===== src/rtl/mem_port_arbiter.sv =====
// Single-port RAM arbiter: pipeline has priority over the loader/debug port.
// Optional starvation relief is enabled by defining MEM_PORT_ARBITER_FAIRNESS_EN.
//
// state  | meaning
// IDLE   | no access issued last cycle
// PIPE   | pipeline was granted last cycle
// LOAD   | loader was granted normally last cycle
// FORCED | loader was granted last cycle because it had starved
module mem_port_arbiter #(
  parameter int AW           = 9,
  parameter int DW           = 16,
  parameter int STARVE_LIMIT = 4
) (
  input  logic          clk,
  input  logic          rst,
  input  logic          pipe_req,
  input  logic          pipe_we,
  input  logic [AW-1:0] pipe_addr,
  input  logic [DW-1:0] pipe_wdata,
  output logic          pipe_stall,
  output logic          pipe_rvalid,
  input  logic          ld_req,
  input  logic          ld_we,
  input  logic [AW-1:0] ld_addr,
  input  logic [DW-1:0] ld_wdata,
  output logic          ld_gnt,
  output logic          ld_rvalid,
  output logic [AW-1:0] ram_addr,
  output logic [DW-1:0] ram_wdata,
  output logic          ram_we,
  input  logic [DW-1:0] ram_rdata
);

  typedef enum logic [1:0] {IDLE, PIPE, LOAD, FORCED} state_t;
  typedef enum logic [1:0] {OWN_NONE, OWN_PIPE, OWN_LD} owner_t;

  state_t state;
  owner_t rd_owner;
  logic   pipe_win;
  logic   ld_win;
  logic   force_ld;

  if (STARVE_LIMIT < 1 || STARVE_LIMIT > 15) begin : g_limit_check
    $error("mem_port_arbiter: STARVE_LIMIT must be in 1..15");
  end

`ifdef MEM_PORT_ARBITER_FAIRNESS_EN
  localparam logic [3:0] LIMIT = 4'(STARVE_LIMIT);
  logic [3:0] starve_cnt;

  // A forced grant is never followed by another; the pipeline gets the next contended slot.
  assign force_ld = pipe_req && ld_req && (starve_cnt == LIMIT) && (state != FORCED);

  always_ff @(posedge clk) begin
    if (!rst) begin
      starve_cnt <= '0;
    end else if (ld_req && !ld_win) begin
      starve_cnt <= starve_cnt + 4'd1;
    end else begin
      starve_cnt <= '0;
    end
  end
`else
  assign force_ld = 1'b0;
`endif

  // Grants are gated by reset so nothing reaches the RAM while rst is low.
  always_comb begin
    ld_win   = 1'b0;
    pipe_win = 1'b0;
    if (rst) begin
      ld_win   = ld_req && (!pipe_req || force_ld);
      pipe_win = pipe_req && !ld_win;
    end
  end

  assign ld_gnt     = ld_win;
  assign pipe_stall = pipe_req && ld_win;
  assign ram_we     = pipe_win ? pipe_we : (ld_win ? ld_we : 1'b0);
  assign ram_addr   = ld_win ? ld_addr : pipe_addr;
  assign ram_wdata  = ld_win ? ld_wdata : pipe_wdata;

  assign pipe_rvalid = rst && (rd_owner == OWN_PIPE);
  assign ld_rvalid   = rst && (rd_owner == OWN_LD);

  always_ff @(posedge clk) begin
    if (!rst) begin
      state    <= IDLE;
      rd_owner <= OWN_NONE;
    end else begin
      if (pipe_win) begin
        state <= PIPE;
      end else if (ld_win && force_ld) begin
        state <= FORCED;
      end else if (ld_win) begin
        state <= LOAD;
      end else begin
        state <= IDLE;
      end

      if (pipe_win && !pipe_we) begin
        rd_owner <= OWN_PIPE;
      end else if (ld_win && !ld_we) begin
        rd_owner <= OWN_LD;
      end else begin
        rd_owner <= OWN_NONE;
      end
    end
  end

endmodule

===== config.mk =====
export PLATFORM = sky130hd
export DESIGN_NAME = mem_port_arbiter
export DESIGN_NICKNAME = d
export VERILOG_FILES = /design/src/rtl/mem_port_arbiter.sv
export SDC_FILE = /design/constraint.sdc
export NUM_CORES = 1
export LEC_CHECK = 0
export CORE_UTILIZATION = 19
export CTS_BUF_LIST = sky130_fd_sc_hd__clkbuf_4
export CTS_CLUSTER_SIZE = 25
export DETAILED_ROUTE_END_ITERATION = 12
export PLACE_DENSITY = 0.81
export SLEW_MARGIN = 20
export SYNTH_ARGS = -nofsm -noshare
export SYNTH_HDL_FRONTEND = slang
export SYNTH_SLANG_ARGS = --single-unit
export TNS_END_PERCENT = 5

===== constraint.sdc =====
create_clock -name clk -period 1.35 [get_ports clk]
set_input_delay 0.27 -clock clk [delete_from_list [all_inputs] [get_ports clk]]
set_output_delay 0.27 -clock clk [all_outputs]
set_load 0.03 [all_outputs]

Word-level counts from Yosys, hierarchy flattened

Cells that the tools add are included.

Register bits: 2
Input port bits: 72
Output and inout bits: 30

Equal/unequal tests: 2
Mux-type cells: 8
Bitwise gates (word level): 1
Reductions and logical operators: 12

Operators with widths:

| cell                                                            | count |
|---|---|
| 16-bit 2-to-1 mux                                               | 1 |
| 9-bit 2-to-1 mux                                                | 1 |
| 1-bit logical AND                                               | 7 |
| 1-bit 2-to-1 mux                                                | 5 |
| 1-bit logical NOT                                               | 4 |
| 2-bit by 1-bit == test with 1-bit output, second input constant | 1 |
| 2-bit == test, second input constant                            | 1 |
| 2-bit 2-to-1 mux                                                | 1 |
| 2-bit OR reduction                                              | 1 |
| 1-bit NOT                                                       | 1 |

Depth between registers and ports, before layout

Depth in word-level cells: 7
Mapped depth: 4
Gate-level depth less buffers: 2

Least setup slack after synthesis

OpenSTA, ideal clock, no wires.

Path kind: input to output
Start point: input pipe_req
End point: output ram_we
Arrival: 1127 ps
Slack: -47 ps
Cell stages on the path: 2
Buffers on the path: 0
Cells stage by stage: nand3b_1 > a21boi_0

Cells in the longest elaborated chain, start to end: 6
Elaborated cells on any way between the ends: 8
Those cells by class: 4 x mux; 4 x reduce/logical

Ends and longest elaborated chain:

| item                 | line | RTL |
|---|---|---|
| start, declared      | 16   | `input logic pipe_req,` |
| 1-bit logical NOT    | 72   | `ld_win = ld_req && (!pipe_req \|\| force_ld);` |
| 1-bit logical AND    | 72   |  |
| 1-bit logical NOT    | 73   | `pipe_win = pipe_req && !ld_win;` |
| 1-bit logical AND    | 73   |  |
| 1-bit 2-to-1 mux     | 71   | `if (rst) begin` |
| 1-bit 2-to-1 mux (*) | 79   | `assign ram_we = pipe_win ? pipe_we : (ld_win ? ld_we : 1'b0);` |
| end, declared        | 30   | `output logic ram_we,` |

Every way passes the cells marked *; elsewhere a longest branch is shown, timed or not.

Final worst setup path

Start point: input pipe_req
End point: output ram_addr[6]

Cells in the longest elaborated chain, start to end: 4

Ends and longest elaborated chain:

| item              | line | RTL |
|---|---|---|
| 1-bit logical NOT | 72   |  |
| 1-bit logical AND | 72   |  |
| 1-bit 2-to-1 mux  | 71   |  |
| 9-bit 2-to-1 mux  | 80   | `assign ram_addr = ld_win ? ld_addr : pipe_addr;` |
| end, declared     | 28   | `output logic [AW-1:0] ram_addr,` |

Every way passes these cells.

==> results.cfg <==
[grt]
grt_usage_pct = 16.6
grt_max_degree = 8
grt_pass1_vias = 759
overflow = 0
grt_pass1_wl_mm = 3.37
antenna_found_initial = 0

[final_layout]
n_fill_cell = 216
top_register = rd_owner
reg_top3 = rd_owner x2
diodes = 0
area_delta_synth_final_pct = 207
largest_reg_flops = 2
seqCellArea_um2 = 40.0
layout.nets = 215
utilization_pct = 62.6
layout-drive-gt1-share_pct = 53.9
multi_input_area_um2 = 407

[yosys]
postSynthAreaPerCell_um2 = 11.8
yosys-top-cells-area = mux2_4 53%, mux2_2 15%, buf_12 7.9%
netlist_area_um2 = 509
synth.distinct_cells = 13
synthAdderAreaFrac_pct = 0
async_reset_ff_share_pct = 0
synth.most_common_cell = mux2_4
synth_top_area_share_pct = 53.1
synth_top_family_by_area = multiplexers
yosys.area_share.xor_xnor_pct = 0
synth_nets = 115
ys.flop_type = dfxtp_1
netlist_instances = 43
synthSimpleGateAreaFrac_pct = 9.09
synth_compound_area_share_pct = 1.47
synth_common_cells = 18 x mux2_4, 7 x mux2_2, 3 x nand2_1, 3 x nor2_1
yosys_warnings = 0
synthMuxAreaShare_pct = 68.6
synth_seq_cells = 2
synth_edf_count = 0
synth_area_leader_cell = mux2_4
seq_area_frac_synth_pct = 7.86

[placement]
port_buffers = 84
dp_hpwl_mm = 1.86
gp_congestion = 0.819
dp_slack_ns = -0.997

[sta]
whs_ns = 0.366
hold_viol = 0
period_minus_slack_ns = 1.65
fin_ws_ns = -0.296
rsz0062_at_grt = true
slew_viol_final = 0
setup_viol = 27
timing.fmax_ghz = 0.607
fin_crit_sh_pct = 122

[power]
pwr-share-comb_pct = 75.0
vdd_drop_max_v = 0.000434
p_per_area_nw_per_um2 = 493
swShare_pct = 33.5
p_int_mw = 0.512
p_total_mw = 0.771
leakagePower_nw = 0.761
clkPwrFrac_pct = 16.9
p_seq_share_pct = 8.1
p_switching_mw = 0.258

[floorplan]
start_util_pct = 20.4
io_pins = 102
coreArea_um2 = 2500
die_h_um = 53.8
die_w_um = 53.8
dieArea_um2 = 2890
std_cell_rows = 18

[cts]
cts_tree = yes
path_clk_slew_ns = 0.03
h-tree-depth = 1
ctsHoldBuffers = 0
cts_root_buf = clkbuf_4
cts_made_buffers = 3
clockBufferDepth = 2
cts.sinks = 2

[critical_path]
setup.worst_path.end = ram_addr[6]
worstPathMaxFanout = 5
crit_slowest_cell = mux2_4
arrival_ns = 1.38
critPathLaunchType = input port
crit_start = pipe_req
path_buf_inv = 5
cp.required_ns = 1.08
critPathCaptureType = primary output
cp_common_cell = buf_6
cpPeakStageDelay_ns = 0.29
worst_path_dominant_cell_family = buffers and inverters
crit_cells = 7
path_cells = buf_6 > nand3b_1 > buf_4 > buf_6 > buf_16 > mux2_4 > buf_6
critical_path_class = input port to primary output

[drt]
drtAntennaViolNets = 0
drc = 0
route.vias.total = 723
wirelength_mm = 2.29
avgRoutedWirePerCell_um = 13.4
drt_iter0_markers = 4
drt-vias-per-instance = 4.23
first_pass_iters = 3

[flow_run]
drv_cap = 0

[outcome]
status = finished, violations left
violations = setup timing

[hold_path]
hold_path.class = input port to register
-- cells by family after synthesis --
logic type,Yosys count
mux,25
simple gates,9
buf+inv,5
flops,2
compound gates,1
other cells,1
-- placed cells by master (no fill, tap or decap) --
master and count:
buf_16 3, and3b_1 1, nand2_1 3, dlygate4sd2_1 2, mux2_4 18, nor2_1 3, nand3b_1 2, clkdlybuf4s50_1 50
buf_6 30, inv_4 1, conb_1 1, buf_12 1, buf_4 11, mux2_2 7, dfxtp_1 2, a21boi_1 1
buf_2 2, clkbuf_4 3
-- through the flow --
stage               instance area, um^2  setup TNS, ns  cells
floorplan                           509              0     43
global placement                   1360         -21.09    159
detailed placement                 1360         -22.50    159
CTS                                1550          -6.63    170
global route                       1560          -6.51    171
finish                             1560          -5.93    171
-- worst min path at each step --
stage | from | end | depth (start not counted)
floorplan | pipe_we | rd_owner[0] | 1
CTS | pipe_we | rd_owner[0] | 2
global route | pipe_we | rd_owner[0] | 2
detailed placement | rd_owner[0] | ld_rvalid | 2
finish | pipe_we | rd_owner[0] | 2
global placement | rd_owner[0] | ld_rvalid | 2
-- layout make-up --
class                      instances  share of cell area [%]
sequential                         2                    2.56
tap                               30                    2.40
inverter                           1                   0.400
clock buffer                       3                    1.44
multi-input combinational         36                    26.0
timing repair buffer              99                    67.2
-- power groups by stage --
| stage | registers [mW] | clock network [mW] | logic (mW) |
|---|---|---|---|
| after floorplan | 0.0629 | 0 | 0.244 |
| after global placement | 0.0630 | 0 | 0.509 |
| after detailed placement | 0.0632 | 0 | 0.515 |
| after CTS | 0.0625 | 0.139 | 0.578 |
| after global routing | 0.0625 | 0.148 | 0.608 |
| final | 0.0625 | 0.130 | 0.578 |
-- repair_timing --
action                                 CTS  global route
resized for setup                      156             2
endpoints found under the hold margin    0             0
buffers inserted                         5             2
setup endpoints to repair               29            27
cloned                                   3             0
pin swaps                                2             0
-- routing by layer --
layer / GRT usage [%] / up-vias / routed length, um
met5: 0 / - / 0
met4: 7.89 / 0 / 53
met1: 15.2 / 316 / 741
li1: - / 348 / -
met2: 34.0 / 53 / 1330
met3: 3.11 / 6 / 165
(Power assumes the default switching activity.)
